$ cat src/rtl/alu_sequencer_if.sv
// rtl/alu_sequencer_if.sv - command handshake between host and alu_sequencer
interface alu_sequencer_if #(
  parameter int AW = 2
);
  logic          cmd_valid;
  logic          cmd_ready;
  logic [3:0]    cmd_op;
  logic [AW-1:0] cmd_ra;
  logic [AW-1:0] cmd_rb;
  logic [AW-1:0] cmd_rd;

  modport master (output cmd_valid, cmd_op, cmd_ra, cmd_rb, cmd_rd, input cmd_ready);
  modport slave  (input cmd_valid, cmd_op, cmd_ra, cmd_rb, cmd_rd, output cmd_ready);
endinterface

$ cat src/rtl/alu_sequencer.sv
// rtl/alu_sequencer.sv - register file plus issue/wait/writeback sequencer for the registered ALU
module alu_sequencer #(
  parameter int N    = 8,
  parameter int REGS = 4,
  parameter int AW   = 2
) (
  input  logic          clk,
  input  logic          rst,
  alu_sequencer_if.slave cmd,
  input  logic          wr_en,
  input  logic [AW-1:0] wr_addr,
  input  logic [N-1:0]  wr_data,
  input  logic [AW-1:0] rd_addr,
  output logic [N-1:0]  rd_data,
  output logic [N-1:0]  alu_A,
  output logic [N-1:0]  alu_B,
  output logic [3:0]    alu_s,
  input  logic [N-1:0]  alu_F,
  input  logic          alu_G,
  input  logic          alu_E,
  input  logic          alu_L,
  input  logic          alu_Zero,
  input  logic          alu_carryOut,
  input  logic          alu_Overflow,
  output logic          done,
  output logic [N-1:0]  res_F,
  output logic [5:0]    flags,
  output logic          busy
);

  typedef enum logic [1:0] {IDLE, ISSUE, WAIT, WB} state_t;

  state_t        state_q, state_d;
  logic [N-1:0]  regs [REGS];
  logic [AW-1:0] rd_q;
  logic [N-1:0]  res_q;
  logic [5:0]    flags_q;
  logic          accept;

  // rst gates ready so nothing is offered while the block is held in reset
  assign cmd.cmd_ready = (state_q == IDLE) && rst;
  assign accept        = cmd.cmd_valid && cmd.cmd_ready;
  assign busy          = (state_q != IDLE);
  assign done          = (state_q == WB);
  assign rd_data       = regs[rd_addr];

  always_ff @(posedge clk or negedge rst) begin
    if (!rst) begin
      state_q <= IDLE;
    end else begin
      state_q <= state_d;
    end
  end

  always_comb begin
    state_d = state_q;
    case (state_q)
      IDLE:    if (accept) state_d = ISSUE;
      ISSUE:   state_d = WAIT;
      WAIT:    state_d = WB;
      WB:      state_d = IDLE;
      default: state_d = IDLE;
    endcase
  end

  always_ff @(posedge clk or negedge rst) begin
    if (!rst) begin
      for (int i = 0; i < REGS; i++) regs[i] <= '0;
      alu_A   <= '0;
      alu_B   <= '0;
      alu_s   <= '0;
      rd_q    <= '0;
      res_q   <= '0;
      flags_q <= '0;
      res_F   <= '0;
      flags   <= '0;
    end else begin
      // operands come from the pre-edge regfile, so a same-cycle host write is not seen
      if (accept) begin
        alu_A <= regs[cmd.cmd_ra];
        alu_B <= regs[cmd.cmd_rb];
        alu_s <= cmd.cmd_op;
        rd_q  <= cmd.cmd_rd;
      end
      if (state_q == ISSUE) begin
        flags_q <= {alu_G, alu_E, alu_L, alu_Zero, alu_carryOut, alu_Overflow};
      end
      if (state_q == WAIT) begin
        res_q <= alu_F;
      end
      if (wr_en) begin
        regs[wr_addr] <= wr_data;
      end
      // later assignment makes the writeback win over a host write to the same index
      if (state_q == WB) begin
        regs[rd_q] <= res_q;
        res_F      <= res_q;
        flags      <= flags_q;
      end
    end
  end

endmodule

$ cat src/flat_wrapper.sv
// flat-port wrapper written by rule: the top's interface ports become plain ports
module alu_sequencer_flat 
#(
  parameter int N    = 8,
  parameter int REGS = 4,
  parameter int AW   = 2
)
  (clk, rst, wr_en, wr_addr, wr_data, rd_addr, rd_data, alu_A, alu_B, alu_s, alu_F, alu_G, alu_E, alu_L, alu_Zero, alu_carryOut, alu_Overflow, done, res_F, flags, busy, cmd_cmd_valid, cmd_cmd_op, cmd_cmd_ra, cmd_cmd_rb, cmd_cmd_rd, cmd_cmd_ready);
  alu_sequencer_if #(.AW(AW)) cmd_i ();
  input  logic clk;
  input  logic rst;
  input  logic wr_en;
  input  logic [AW-1:0] wr_addr;
  input  logic [N-1:0] wr_data;
  input  logic [AW-1:0] rd_addr;
  output logic [N-1:0] rd_data;
  output logic [N-1:0] alu_A;
  output logic [N-1:0] alu_B;
  output logic [3:0] alu_s;
  input  logic [N-1:0] alu_F;
  input  logic alu_G;
  input  logic alu_E;
  input  logic alu_L;
  input  logic alu_Zero;
  input  logic alu_carryOut;
  input  logic alu_Overflow;
  output logic done;
  output logic [N-1:0] res_F;
  output logic [5:0] flags;
  output logic busy;
  input wire logic [$bits(cmd_i.cmd_valid)-1:0] cmd_cmd_valid;
  input wire logic [$bits(cmd_i.cmd_op)-1:0] cmd_cmd_op;
  input wire logic [$bits(cmd_i.cmd_ra)-1:0] cmd_cmd_ra;
  input wire logic [$bits(cmd_i.cmd_rb)-1:0] cmd_cmd_rb;
  input wire logic [$bits(cmd_i.cmd_rd)-1:0] cmd_cmd_rd;
  output wire logic [$bits(cmd_i.cmd_ready)-1:0] cmd_cmd_ready;
  assign cmd_i.cmd_valid = cmd_cmd_valid;
  assign cmd_i.cmd_op = cmd_cmd_op;
  assign cmd_i.cmd_ra = cmd_cmd_ra;
  assign cmd_i.cmd_rb = cmd_cmd_rb;
  assign cmd_i.cmd_rd = cmd_cmd_rd;
  assign cmd_cmd_ready = cmd_i.cmd_ready;
  alu_sequencer #(.N(N), .REGS(REGS), .AW(AW)) u_core (.clk(clk), .rst(rst), .cmd(cmd_i), .wr_en(wr_en), .wr_addr(wr_addr), .wr_data(wr_data), .rd_addr(rd_addr), .rd_data(rd_data), .alu_A(alu_A), .alu_B(alu_B), .alu_s(alu_s), .alu_F(alu_F), .alu_G(alu_G), .alu_E(alu_E), .alu_L(alu_L), .alu_Zero(alu_Zero), .alu_carryOut(alu_carryOut), .alu_Overflow(alu_Overflow), .done(done), .res_F(res_F), .flags(flags), .busy(busy));
endmodule
$ cat config.mk
export PLATFORM = sky130hd
export DESIGN_NAME = alu_sequencer_flat
export DESIGN_NICKNAME = d
export VERILOG_FILES = /design/src/rtl/alu_sequencer_if.sv /design/src/rtl/alu_sequencer.sv /design/src/flat_wrapper.sv
export SDC_FILE = /design/constraint.sdc
export NUM_CORES = 1
export LEC_CHECK = 0
export ABC_AREA = 1
export BUFFER_PORTS_ARGS = -buffer_cell sky130_fd_sc_hd__buf_2
export CAP_MARGIN = 30
export CORE_MARGIN = 4
export CORE_UTILIZATION = 56
export DETAILED_ROUTE_END_ITERATION = 6
export GPL_ROUTABILITY_DRIVEN = 0
export PLACE_DENSITY_LB_ADDON = 0.3
export SYNTH_ARGS = -nofsm -noshare
export SYNTH_HDL_FRONTEND = slang
export SYNTH_SLANG_ARGS = --single-unit
$ cat constraint.sdc
create_clock -name clk -period 1.5 [get_ports clk]
set_input_delay 0.225 -clock clk [delete_from_list [all_inputs] [get_ports clk]]
set_output_delay 0.225 -clock clk [all_outputs]
set_load 0.05 [all_outputs]
==> flow_summary_export.csv <==
group,metric,value,unit
worst_setup_path,r2r_cells,4,
timing,setup_ws,-0.0258,ns
timing,max_slew_margin,65.7,%
die,dieArea,0.00958,mm²
worst_hold_path,worstHoldEndpoint,"u_core.alu_s[3]",
run_status,status,"complete, but fails checks",
logic_synthesis,synthSimpleGateAreaFrac,35.6,%
die,chipWidth,97.9,µm
logic_synthesis,synth_top_family_by_area,"simple AND/OR/NAND/NOR gates",
clocking,clkSinkCount,84,
finish,diodes,0,
logic_synthesis,yosysTopAreaCell,"dfrtp_1",
power,p_leak,3.00,nW
logic_synthesis,syn_inst,629,
timing,period_share,102,%
logic_synthesis,synth_nets,673,
placement,dp_hpwl,9230,µm
power,ir_drop,1270,µV
worst_setup_path,rr_startpoint,"u_core.state_q[0]",
logic_synthesis,synthAdderAreaFrac,1.11,%
worst_hold_path,hold_depth,3,
die,coreArea,0.00781,mm²
worst_setup_path,ff2ff_setup_slack,0,ns
logic_synthesis,muxShareOfSynthArea,0,%
grt,grt_pass1_vias,4376,
timing,fin_skew,0.00998,ns
worst_setup_path,worstPathMaxFanout,6,
logic_synthesis,ys_top_cells_by_area,"dfrtp_1 (46%), nand2_1 (23%), nand3_1 (8.8%)",
finish,syn2layout_area_growth,20.6,%
die,start_util,57.9,%
clocking,htreeDepth,3,
logic_synthesis,synth_area,0.00452,mm²
placement,place_area,0.00505,mm²
timing,slew_violations,0,
finish,fillCellCount,655,
timing,setup_viol,4,
route,ant_nets,0,
grt,grt_usage,27.5,%
route,first_pass_iters,6,
worst_hold_path,hold_start,"cmd_cmd_op[3]",
logic_synthesis,async_reset_ff_share,100,%
logic_synthesis,synth_ff_type,"dfrtp_1",
grt,overflow,0,
clocking,clock_path_buffers,2,
route,vias_per_cell,5.61,
run_status,failed_checks,"setup timing",
worst_setup_path,setup.worst_path.start_class,"register",
timing,finalHoldViolations,0,
clocking,clk_latency,0.35,ns
route,avgRoutedWirePerCell,15.7,µm
power,pwr_density_cell,2280,mW/mm²
logic_synthesis,yosysSeqAreaShare,46.5,%
finish,multi_input_area,0.00203,mm²
clocking,cts_made_buffers,9,
clocking,clk_pin_slew,0.09,ns
die,fp.dieH,97.9,µm
placement,portBuffers,84,
logic_synthesis,synthXorXnorAreaFrac,0,%
logic_synthesis,ys_types,19,
finish,fin_area,0.00546,mm²
timing,maxClockFrequency,0.655,GHz
route,drtIter0Drc,724,
worst_setup_path,cp.arrival,1.30,ns
clocking,cts_tree,"done",
worst_setup_path,critPathKind,"register to output pin",
logic_synthesis,synth.top_cell.area_share,46.5,%
logic_synthesis,ys_seq_elements,84,
grt,antenna_found_initial,0,
flow_run,maxCapViolCount,0,
route,via_count,4653,
worst_setup_path,timing.rr.end,"u_core.regs[4]",
timing,rsz0062_at_grt,"yes",
worst_hold_path,hp-class,"primary input to register",
logic_synthesis,synth-compound-area-share,7.55,%
die,rows,32,
clocking,root_buffer,"clkbuf_8",
finish,final_util,69.9,%
finish,finalNetCount,767,
timing,hold_ws,0.0645,ns
route,routed_wl,13100,µm
grt,grt_pass1_wl,21200,µm
die,io_pins,85,
worst_setup_path,critPathCaptureType,"output pin",
timing,period_needed,1.53,ns
logic_synthesis,yosys_warnings,0,
finish,seqCellArea,0.00210,mm²
route,drc,0,
worst_setup_path,required,1.27,ns
logic_synthesis,avgSynthCellArea,7.19,µm²
timing,worstMarginPinSlew,0.515,ns
grt,grt_max_degree,85,
logic_synthesis,synth_edf_count,0,
finish,layout-drive-gt1-share,23.1,%
==> cell families (layout without fill, tap and decap cells) <==
logic type,Yosys count,in the layout
adder cells (fa/ha/maj),4,4
AND/OR/NAND/NOR,376,376
AO/OA/AOI/OAI,64,64
buffers and inverters,101,200
flip-flops,84,84
==> critical path, stage by stage, from the launching register on <==
cell and delay, ns:
dfrtp_1 0.40, ha_2 0.31, buf_4 0.24
==> registers in the layout, indices dropped and copies added (netlist names), 4 cells and up <==
name	cells
u_core.alu_A	8
u_core.alu_B	8
u_core.alu_s	4
u_core.flags	6
u_core.flags_q	6
u_core.regs	32
u_core.res_F	8
u_core.res_q	8
==> where the power goes <==
group	total, mW	internal, mW	leakage [nW]	switching [mW]
clock network	1.65	0.788	0.0975	0.862
registers	4.04	3.36	1.01	0.674
logic	6.76	2.04	1.89	4.72
==> cell usage after synthesis (5+ instances only) <==
master	instances
a21oi_1	8
buf_2	14
buf_4	6
clkbuf_1	8
dfrtp_1	84
inv_1	60
inv_2	13
nand2_1	278
nand3_1	80
nand3_2	5
nand4_1	8
o211ai_1	8
o21ai_0	20
o21ai_1	27
==> layout make-up <==
class                           instances  area share [%]
Inverter                               73            5.16
Timing Repair Buffer                  111            13.1
Sequential cell                        84            38.5
Clock inverter                          6            1.33
Multi-Input combinational cell        444            37.2
Clock buffer                           10            2.34
Tap cell                              102            2.34
==> per-layer routing <==
metal / wire (µm) / part of all wire, % / global-route usage, %
met1: 5120 / 39 / 35.0
met2: 6000 / 46 / 44.7
met3: 1230 / 9.4 / 5.64
met4: 706 / 5.4 / 13.4
met5: 0 / 0 / 0
==> cell usage in the layout (no fill, tap or decap), types with 2 or more instances in the layout <==
cell type  count
o21ai_0       20
clkbuf_8       9
buf_8          2
clkinv_4       2
inv_1         43
inv_2         27
ha_2           2
nand2_1      277
nand4_1        8
nand3_2        5
inv_4          3
nand3_4        3
a21oi_1        8
dfrtp_1       84
o211ai_1       8
nand3_1       80
inv_6          2
buf_6          9
buf_2         72
o21ai_1       27
buf_4         26
==> how the worst max path moves through the flow <==
stage | slack [ns] | endpoint | startpoint
final | -0.03 | done | u_core.state_q[0]
after global routing | -0.09 | rd_data[0] | u_core.regs[0]
after CTS | -0.03 | done | u_core.state_q[0]
after detailed placement | 0.01 | u_core.alu_B[5] | u_core.state_q[0]
after global placement | 0.08 | rd_data[3] | rd_addr[0]
after floorplan | -0.007 | u_core.regs[7] | u_core.state_q[0]
==> per-stage QoR <==
stage / setup slack [ns] / std cells / setup TNS, ns / total power [mW]
CTS: -0.0319 / 824 / -0.0794 / 12.2
floorplan: -0.00650 / 629 / -0.137 / 8.37
global placement: 0.0807 / 801 / 0 / 9.95
detailed placement: 0.0104 / 801 / 0 / 10.1
finish: -0.0258 / 830 / -0.0644 / 12.4
global route: -0.0932 / 830 / -0.730 / 13.3
==> what timing repair did <==
| action | CTS | global route |
|---|---|---|
| hold endpoints to repair | 84 | 0 |
| resized for setup | 35 | 14 |
| buffers inserted | 6 | 6 |
| pin swaps | 1 | 6 |
| endpoints found under the setup margin | 13 | 41 |
| hold buffers | 1 | 0 |
No activity file was read; power rests on OpenSTA's default activity.
